## config.mk

```make
export PLATFORM = sky130hd
export DESIGN_NAME = psr_flag_unit_flat
export DESIGN_NICKNAME = d
export VERILOG_FILES = /design/src/rtl/psr_pkg.sv /design/src/rtl/psr_flag_unit_if.sv /design/src/rtl/psr_cond_check.sv /design/src/rtl/psr_flag_unit.sv /design/src/flat_wrapper.sv
export SDC_FILE = /design/constraint.sdc
export NUM_CORES = 1
export LEC_CHECK = 0
export CAP_MARGIN = 20
export CELL_PAD_IN_SITES_DETAIL_PLACEMENT = 2
export CELL_PAD_IN_SITES_GLOBAL_PLACEMENT = 2
export CORE_MARGIN = 2
export CORE_UTILIZATION = 16
export CTS_CLUSTER_DIAMETER = 100
export DETAILED_ROUTE_END_ITERATION = 10
export PLACE_DENSITY = 0.9
export REMOVE_ABC_BUFFERS = 1
export SYNTH_ARGS = -nofsm -noshare
export SYNTH_HDL_FRONTEND = slang
export SYNTH_SLANG_ARGS = --single-unit
export TNS_END_PERCENT = 10
```

## constraint.sdc

```tcl
create_clock -name clk -period 4 [get_ports clk]
set_input_delay 0.8 -clock clk [delete_from_list [all_inputs] [get_ports clk]]
set_output_delay 0.8 -clock clk [all_outputs]
set_load 0.005 [all_outputs]
```

## src/rtl/psr_pkg.sv

```systemverilog
// Shared definitions for the PSR flag unit: ALU opcodes, condition codes, flag bit indices.
package psr_pkg;

  localparam int unsigned NZCV_W = 4;
  localparam int unsigned OP_W   = 4;
  localparam int unsigned COND_W = 4;

  localparam int unsigned FLAG_N = 3;
  localparam int unsigned FLAG_Z = 2;
  localparam int unsigned FLAG_C = 1;
  localparam int unsigned FLAG_V = 0;

  localparam logic [OP_W-1:0] OP_AND   = 4'b0000;
  localparam logic [OP_W-1:0] OP_EOR   = 4'b0001;
  localparam logic [OP_W-1:0] OP_SUB   = 4'b0010;
  localparam logic [OP_W-1:0] OP_RSB   = 4'b0011;
  localparam logic [OP_W-1:0] OP_ADD   = 4'b0100;
  localparam logic [OP_W-1:0] OP_ADC   = 4'b0101;
  localparam logic [OP_W-1:0] OP_SBC   = 4'b0110;
  localparam logic [OP_W-1:0] OP_RSC   = 4'b0111;
  localparam logic [OP_W-1:0] OP_MOV_A = 4'b1000;
  localparam logic [OP_W-1:0] OP_SUB4  = 4'b1010;
  localparam logic [OP_W-1:0] OP_ORR   = 4'b1100;
  localparam logic [OP_W-1:0] OP_MOV_B = 4'b1101;
  localparam logic [OP_W-1:0] OP_BIC   = 4'b1110;
  localparam logic [OP_W-1:0] OP_MVN   = 4'b1111;

  localparam logic [COND_W-1:0] CC_EQ = 4'b0000;
  localparam logic [COND_W-1:0] CC_NE = 4'b0001;
  localparam logic [COND_W-1:0] CC_CS = 4'b0010;
  localparam logic [COND_W-1:0] CC_CC = 4'b0011;
  localparam logic [COND_W-1:0] CC_MI = 4'b0100;
  localparam logic [COND_W-1:0] CC_PL = 4'b0101;
  localparam logic [COND_W-1:0] CC_VS = 4'b0110;
  localparam logic [COND_W-1:0] CC_VC = 4'b0111;
  localparam logic [COND_W-1:0] CC_HI = 4'b1000;
  localparam logic [COND_W-1:0] CC_LS = 4'b1001;
  localparam logic [COND_W-1:0] CC_GE = 4'b1010;
  localparam logic [COND_W-1:0] CC_LT = 4'b1011;
  localparam logic [COND_W-1:0] CC_GT = 4'b1100;
  localparam logic [COND_W-1:0] CC_LE = 4'b1101;
  localparam logic [COND_W-1:0] CC_AL = 4'b1110;
  localparam logic [COND_W-1:0] CC_NV = 4'b1111;

  typedef enum logic [1:0] {
    OPC_ARITH = 2'd0,
    OPC_LOGIC = 2'd1,
    OPC_RSVD  = 2'd2
  } op_class_e;

  // Arithmetic ops take C/V from the adder; logical ops take C from the shifter and keep V.
  function automatic op_class_e op_class(input logic [OP_W-1:0] op);
    op_class_e cls;
    cls = OPC_RSVD;
    case (op)
      OP_SUB, OP_RSB, OP_ADD, OP_ADC, OP_SBC, OP_RSC, OP_SUB4:        cls = OPC_ARITH;
      OP_AND, OP_EOR, OP_MOV_A, OP_ORR, OP_MOV_B, OP_BIC, OP_MVN:     cls = OPC_LOGIC;
      default:                                                        cls = OPC_RSVD;
    endcase
    return cls;
  endfunction

endpackage

```

## src/rtl/psr_flag_unit_if.sv

```systemverilog
// ALU/issue-side bus of the PSR flag unit; master drives requests, slave is the flag unit.
interface psr_flag_unit_if #(
  parameter int unsigned DATA_W = 32
);
  import psr_pkg::*;

  logic                upd_valid;
  logic                s_bit;
  logic [OP_W-1:0]     alu_op;
  logic [DATA_W-1:0]   f;
  logic                alu_c;
  logic                alu_v;
  logic                shift_carry_out;
  logic                msr_we;
  logic [NZCV_W-1:0]   msr_data;
  logic                exc_entry;
  logic                exc_return;
  logic [COND_W-1:0]   cond;
  logic [NZCV_W-1:0]   nzcv;
  logic                cf;
  logic                vf;
  logic [NZCV_W-1:0]   spsr_nzcv;
  logic                cond_pass;

  modport master (
    output upd_valid, s_bit, alu_op, f, alu_c, alu_v, shift_carry_out,
           msr_we, msr_data, exc_entry, exc_return, cond,
    input  nzcv, cf, vf, spsr_nzcv, cond_pass
  );

  modport slave (
    input  upd_valid, s_bit, alu_op, f, alu_c, alu_v, shift_carry_out,
           msr_we, msr_data, exc_entry, exc_return, cond,
    output nzcv, cf, vf, spsr_nzcv, cond_pass
  );

endinterface

```

## src/rtl/psr_cond_check.sv

```systemverilog
// Pure combinational ARM condition-field evaluator: {cond, nzcv} -> pass.
module psr_cond_check
  import psr_pkg::*;
(
  input  logic [COND_W-1:0] cond,
  input  logic [NZCV_W-1:0] nzcv,
  output logic              pass
);

  logic n, z, c, v;

  always_comb begin
    n    = nzcv[FLAG_N];
    z    = nzcv[FLAG_Z];
    c    = nzcv[FLAG_C];
    v    = nzcv[FLAG_V];
    pass = 1'b0;
    case (cond)
      CC_EQ:   pass = z;
      CC_NE:   pass = !z;
      CC_CS:   pass = c;
      CC_CC:   pass = !c;
      CC_MI:   pass = n;
      CC_PL:   pass = !n;
      CC_VS:   pass = v;
      CC_VC:   pass = !v;
      CC_HI:   pass = c & !z;
      CC_LS:   pass = !c | z;
      CC_GE:   pass = (n == v);
      CC_LT:   pass = (n != v);
      CC_GT:   pass = !z & (n == v);
      CC_LE:   pass = z | (n != v);
      CC_AL:   pass = 1'b1;
      default: pass = 1'b0;
    endcase
  end

endmodule

```

## src/rtl/psr_flag_unit.sv

```systemverilog
// CPSR NZCV / SPSR flag holder with condition evaluation.
// Build option PSR_FLAG_BYPASS_EN forwards pending next-state flags to cond_pass, cf and vf.
module psr_flag_unit
  import psr_pkg::*;
#(
  parameter int unsigned       DATA_W     = 32,
  parameter logic [NZCV_W-1:0] RESET_NZCV = 4'b0000
) (
  input  logic             clk,
  input  logic             rst_n,
  psr_flag_unit_if.slave   bus
);

  logic [NZCV_W-1:0] nzcv_q;
  logic [NZCV_W-1:0] spsr_q;
  logic [NZCV_W-1:0] nzcv_d;
  logic [NZCV_W-1:0] spsr_d;
  logic [NZCV_W-1:0] alu_nzcv;
  logic [NZCV_W-1:0] eff_nzcv;
  logic              alu_upd;
  op_class_e         cls;

  // Flags derived from the ALU result; reserved opcodes never qualify.
  always_comb begin
    cls      = op_class(bus.alu_op);
    alu_upd  = bus.upd_valid & bus.s_bit & (cls != OPC_RSVD);
    alu_nzcv = nzcv_q;
    alu_nzcv[FLAG_N] = bus.f[DATA_W-1];
    alu_nzcv[FLAG_Z] = (bus.f == DATA_W'(0));
    if (cls == OPC_ARITH) begin
      alu_nzcv[FLAG_C] = bus.alu_c;
      alu_nzcv[FLAG_V] = bus.alu_v;
    end else begin
      alu_nzcv[FLAG_C] = bus.shift_carry_out;
    end
  end

  // Return beats MSR beats ALU; entry always captures the pre-edge flags, so entry+return swaps.
  always_comb begin
    nzcv_d = nzcv_q;
    spsr_d = spsr_q;
    if (bus.exc_return) begin
      nzcv_d = spsr_q;
    end else if (bus.msr_we) begin
      nzcv_d = bus.msr_data;
    end else if (alu_upd) begin
      nzcv_d = alu_nzcv;
    end
    if (bus.exc_entry) begin
      spsr_d = nzcv_q;
    end
  end

  always_ff @(posedge clk or negedge rst_n) begin
    if (!rst_n) begin
      nzcv_q <= RESET_NZCV;
      spsr_q <= NZCV_W'(0);
    end else begin
      nzcv_q <= nzcv_d;
      spsr_q <= spsr_d;
    end
  end

`ifdef PSR_FLAG_BYPASS_EN
  assign eff_nzcv = nzcv_d;
`else
  assign eff_nzcv = nzcv_q;
`endif

  psr_cond_check u_cond_check (
    .cond (bus.cond),
    .nzcv (eff_nzcv),
    .pass (bus.cond_pass)
  );

  assign bus.nzcv      = nzcv_q;
  assign bus.spsr_nzcv = spsr_q;
  assign bus.cf        = eff_nzcv[FLAG_C];
  assign bus.vf        = eff_nzcv[FLAG_V];

endmodule

```

## src/flat_wrapper.sv

```systemverilog
// flat-port wrapper written by rule: the top's interface ports become plain ports
module psr_flag_unit_flat import psr_pkg::*;
#(
  parameter int unsigned       DATA_W     = 32,
  parameter logic [NZCV_W-1:0] RESET_NZCV = 4'b0000
)
  (clk, rst_n, bus_upd_valid, bus_s_bit, bus_alu_op, bus_f, bus_alu_c, bus_alu_v, bus_shift_carry_out, bus_msr_we, bus_msr_data, bus_exc_entry, bus_exc_return, bus_cond, bus_nzcv, bus_cf, bus_vf, bus_spsr_nzcv, bus_cond_pass);
  psr_flag_unit_if #(.DATA_W(DATA_W)) bus_i ();
  input  logic clk;
  input  logic rst_n;
  input wire logic [$bits(bus_i.upd_valid)-1:0] bus_upd_valid;
  input wire logic [$bits(bus_i.s_bit)-1:0] bus_s_bit;
  input wire logic [$bits(bus_i.alu_op)-1:0] bus_alu_op;
  input wire logic [$bits(bus_i.f)-1:0] bus_f;
  input wire logic [$bits(bus_i.alu_c)-1:0] bus_alu_c;
  input wire logic [$bits(bus_i.alu_v)-1:0] bus_alu_v;
  input wire logic [$bits(bus_i.shift_carry_out)-1:0] bus_shift_carry_out;
  input wire logic [$bits(bus_i.msr_we)-1:0] bus_msr_we;
  input wire logic [$bits(bus_i.msr_data)-1:0] bus_msr_data;
  input wire logic [$bits(bus_i.exc_entry)-1:0] bus_exc_entry;
  input wire logic [$bits(bus_i.exc_return)-1:0] bus_exc_return;
  input wire logic [$bits(bus_i.cond)-1:0] bus_cond;
  output wire logic [$bits(bus_i.nzcv)-1:0] bus_nzcv;
  output wire logic [$bits(bus_i.cf)-1:0] bus_cf;
  output wire logic [$bits(bus_i.vf)-1:0] bus_vf;
  output wire logic [$bits(bus_i.spsr_nzcv)-1:0] bus_spsr_nzcv;
  output wire logic [$bits(bus_i.cond_pass)-1:0] bus_cond_pass;
  assign bus_i.upd_valid = bus_upd_valid;
  assign bus_i.s_bit = bus_s_bit;
  assign bus_i.alu_op = bus_alu_op;
  assign bus_i.f = bus_f;
  assign bus_i.alu_c = bus_alu_c;
  assign bus_i.alu_v = bus_alu_v;
  assign bus_i.shift_carry_out = bus_shift_carry_out;
  assign bus_i.msr_we = bus_msr_we;
  assign bus_i.msr_data = bus_msr_data;
  assign bus_i.exc_entry = bus_exc_entry;
  assign bus_i.exc_return = bus_exc_return;
  assign bus_i.cond = bus_cond;
  assign bus_nzcv = bus_i.nzcv;
  assign bus_cf = bus_i.cf;
  assign bus_vf = bus_i.vf;
  assign bus_spsr_nzcv = bus_i.spsr_nzcv;
  assign bus_cond_pass = bus_i.cond_pass;
  psr_flag_unit #(.DATA_W(DATA_W), .RESET_NZCV(RESET_NZCV)) u_core (.clk(clk), .rst_n(rst_n), .bus(bus_i));
endmodule
```

==> flow_summary.json <==
{
  "outcome": "finished, final reports clean",
  "grt_pass1_vias": 1110,
  "core_area_mm2": 0.00441,
  "use_met2_pct": 26.6,
  "fin_cells": 201,
  "finalSetupTns_ns": 0,
  "internal_power_uw": 273,
  "dr_total_vias": 963,
  "cap_violations": 0,
  "max_freq_mhz": 266,
  "layout_commonest_cell": "clkdlybuf4s50_1",
  "p_sw_share_pct": 28.0,
  "worst-path-max-fanout": 9,
  "synth.distinct_cells": 36,
  "clkPwrFrac_pct": 25.0,
  "cts_num_sinks": 8,
  "wire_per_inst_um": 16.1,
  "fillerInstances": 503,
  "drive_gt1_share_pct": 5.37,
  "yosys.area.top_type": "dfrtp_1",
  "dp.cells": 198,
  "area_growth_pct": 94.3,
  "timing.rr.start": "u_core.bus.nzcv[3]",
  "synth_simple_gate_area_share_pct": 26.0,
  "synthCells": 90,
  "period_share_pct": 94.1,
  "cts_setup_buffers": 0,
  "power.density_mw_per_mm2": 263,
  "die_w_um": 72.1,
  "worst_setup_path_start_kind": "input port",
  "end_kind": "output pin",
  "hold_buffers": 0,
  "cts_tree": "yes",
  "p_sw_uw": 106,
  "worst_pin_slew_ns": 0.372,
  "synth-adder-area-share_pct": 0,
  "path_class": "input port to output pin",
  "min_path_type": "flop to flop",
  "rsz0062_at_grt": "no",
  "drt_wl_total_um": 3230,
  "ios": 65,
  "whs_ns": 0.519,
  "ant_nets": 0,
  "slew_headroom_pct": 75.2,
  "synth_area_um2": 742,
  "reg2reg_depth": 3,
  "initial_utilization_pct": 16.8,
  "drt_first_iter_violations": 13,
  "ir_worst_vdd_mv": 0.0984,
  "setup_viol": 0,
  "cts_resized": 0,
  "die_y_um": 72.1,
  "antenna_found_initial": 0,
  "cts_buffers": 3,
  "grt_pass1_wl_um": 5230,
  "crit_start": "bus_cond[2]",
  "finalMaxSlewViolations": 0,
  "pwr-share-seq_pct": 31.7,
  "diodes": 0,
  "grtUsageMet3_pct": 1.94,
  "grt-ovfl-total": 0,
  "numPortBuffers": 64,
  "busiest_layer": "met2",
  "synth.area.top_cells": "dfrtp_1 (27%), mux2_2 (7.6%), nor4_1 (6.7%)",
  "avgSynthCellArea_um2": 8.24,
  "cts-root-buf": "clkbuf_8",
  "grtUsageMet1_pct": 13.6,
  "seqCellArea_um2": 200,
  "final_nets": 205,
  "fin_worst_skew_ns": 0.00123,
  "synth-seq-area-share_pct": 27.0,
  "cp_data_arrival_time_ns": 2.96,
  "viasPerCell": 4.79,
  "hold_depth": 2,
  "cp.required_ns": 3.20,
  "yosysTopAreaCellShare_pct": 27.0,
  "first_pass_iters": 3,
  "multi_input_area_um2": 483,
  "synth_seq_cells": 8,
  "power.leakage_nw": 0.540,
  "fin_crit_ns": 3.76,
  "hp-start": "u_core.bus.spsr_nzcv[2]",
  "synth_top_family_by_area": "simple AND/OR/NAND/NOR gates",
  "final_cell_mix": "clkdlybuf4s50_1 (64), nor4_1 (8), dfrtp_1 (8)",
  "place_congestion": 0.785,
  "grt_use_total_pct": 13.0,
  "die_area_mm2": 0.00520,
  "ys_warn_count": 0,
  "p_comb_share_pct": 43.3,
  "dp_hpwl_um": 2720,
  "finalHoldViolCount": 0,
  "row_count": 24,
  "drc": 0,
  "synth_mux_area_share_pct": 13.0,
  "clock_latency_ns": 0.22,
  "htreeDepth": 1,
  "clockBufferDepth": 2,
  "clk_pin_slew_worst_paths_ns": 0.04,
  "synth_compound_gate_area_share_pct": 25.0,
  "grt_max_degree": 11,
  "synthXorXnorAreaFrac_pct": 1.18
}
## flip-flops by register name (all words and copies together), names as in the netlist
register / flops
u_core.bus.nzcv: 4
u_core.bus.spsr_nzcv: 4
## critical path, stage by stage
cell,delay [ns]
clkdlybuf4s50_1,0.57
o21bai_1,0.25
a22o_1,0.25
a221o_1,0.34
a221o_1,0.31
clkdlybuf4s50_1,0.44
## metrics by stage
stage               power (mW)  instance area (um^2)  util (%)  setup slack [ns]
global placement         0.279                  1400      31.7             0.356
global route             0.405                  1440      32.7             0.149
detailed placement       0.288                  1400      31.7             0.208
CTS                      0.386                  1440      32.7             0.208
finish                   0.379                  1440      32.7             0.235
floorplan                0.167                   694         -              1.40
## worst paths after layout
path	to	slack (ns)
max in group asynchronous	u_core.bus.spsr_nzcv[3]	2.89
min	u_core.bus.nzcv[2]	0.52
max	bus_cond_pass	0.24
max reg2reg	u_core.bus.nzcv[3]	2.87
min in group asynchronous	u_core.bus.spsr_nzcv[0]	0.85
min reg2reg	u_core.bus.nzcv[2]	0.52
## synth_stat cells, drive strengths merged
cell type / instances
o2111ai: 1
dfrtp: 8
nor2b: 5
nand2: 4
nand2b: 3
a221o: 2
o31ai: 3
nor3b: 1
and3b: 1
o31a: 1
clkbuf: 3
nand3b: 1
or3: 1
mux2: 5
nor2: 6
buf: 5
a211oi: 2
nor4: 8
a22o: 1
xnor2: 1
o21bai: 1
a32oi: 1
inv: 3
o22ai: 1
nor3: 1
and2b: 1
mux2i: 4
o21a: 1
a21oi: 4
a21o: 1
nand4: 2
o21ai: 7
o221ai: 1
## cell type report
cell class / count / share of cell area, %
Timing Repair Buffer: 64 / 44.4
Multi-Input combinational cell: 71 / 33.5
Inverter: 3 / 0.781
Sequential cell: 8 / 13.9
Tap cell: 52 / 4.51
Clock buffer: 3 / 2.86
## logic make-up (layout without fill, tap and decap cells)
logic type	Yosys count	count (layout)
AOI/OAI and AO/OA	27	27
and+or+nand+nor	34	34
muxes	9	9
DFF	8	8
xor gates and xnor gates	1	1
buffers and inverters	11	70
## per-layer routing
metal / vias up / wire length, um / share of wire, %
met4: 0 / 23 / 0.71
met5: - / 0 / 0
met1: 466 / 1170 / 36
li1: 459 / - / -
met3: 2 / 154 / 4.8
met2: 36 / 1880 / 58
## power groups by stage
stage | registers, mW | logic (mW) | clock network (mW)
6_report | 0.120 | 0.164 | 0.0947
5_1_grt | 0.124 | 0.180 | 0.102
4_1_cts | 0.121 | 0.168 | 0.0977
3_5_place_dp | 0.122 | 0.166 | 0
3_3_place_gp | 0.120 | 0.158 | 0
2_1_floorplan | 0.116 | 0.0512 | 0
(Power assumes the default switching activity.)
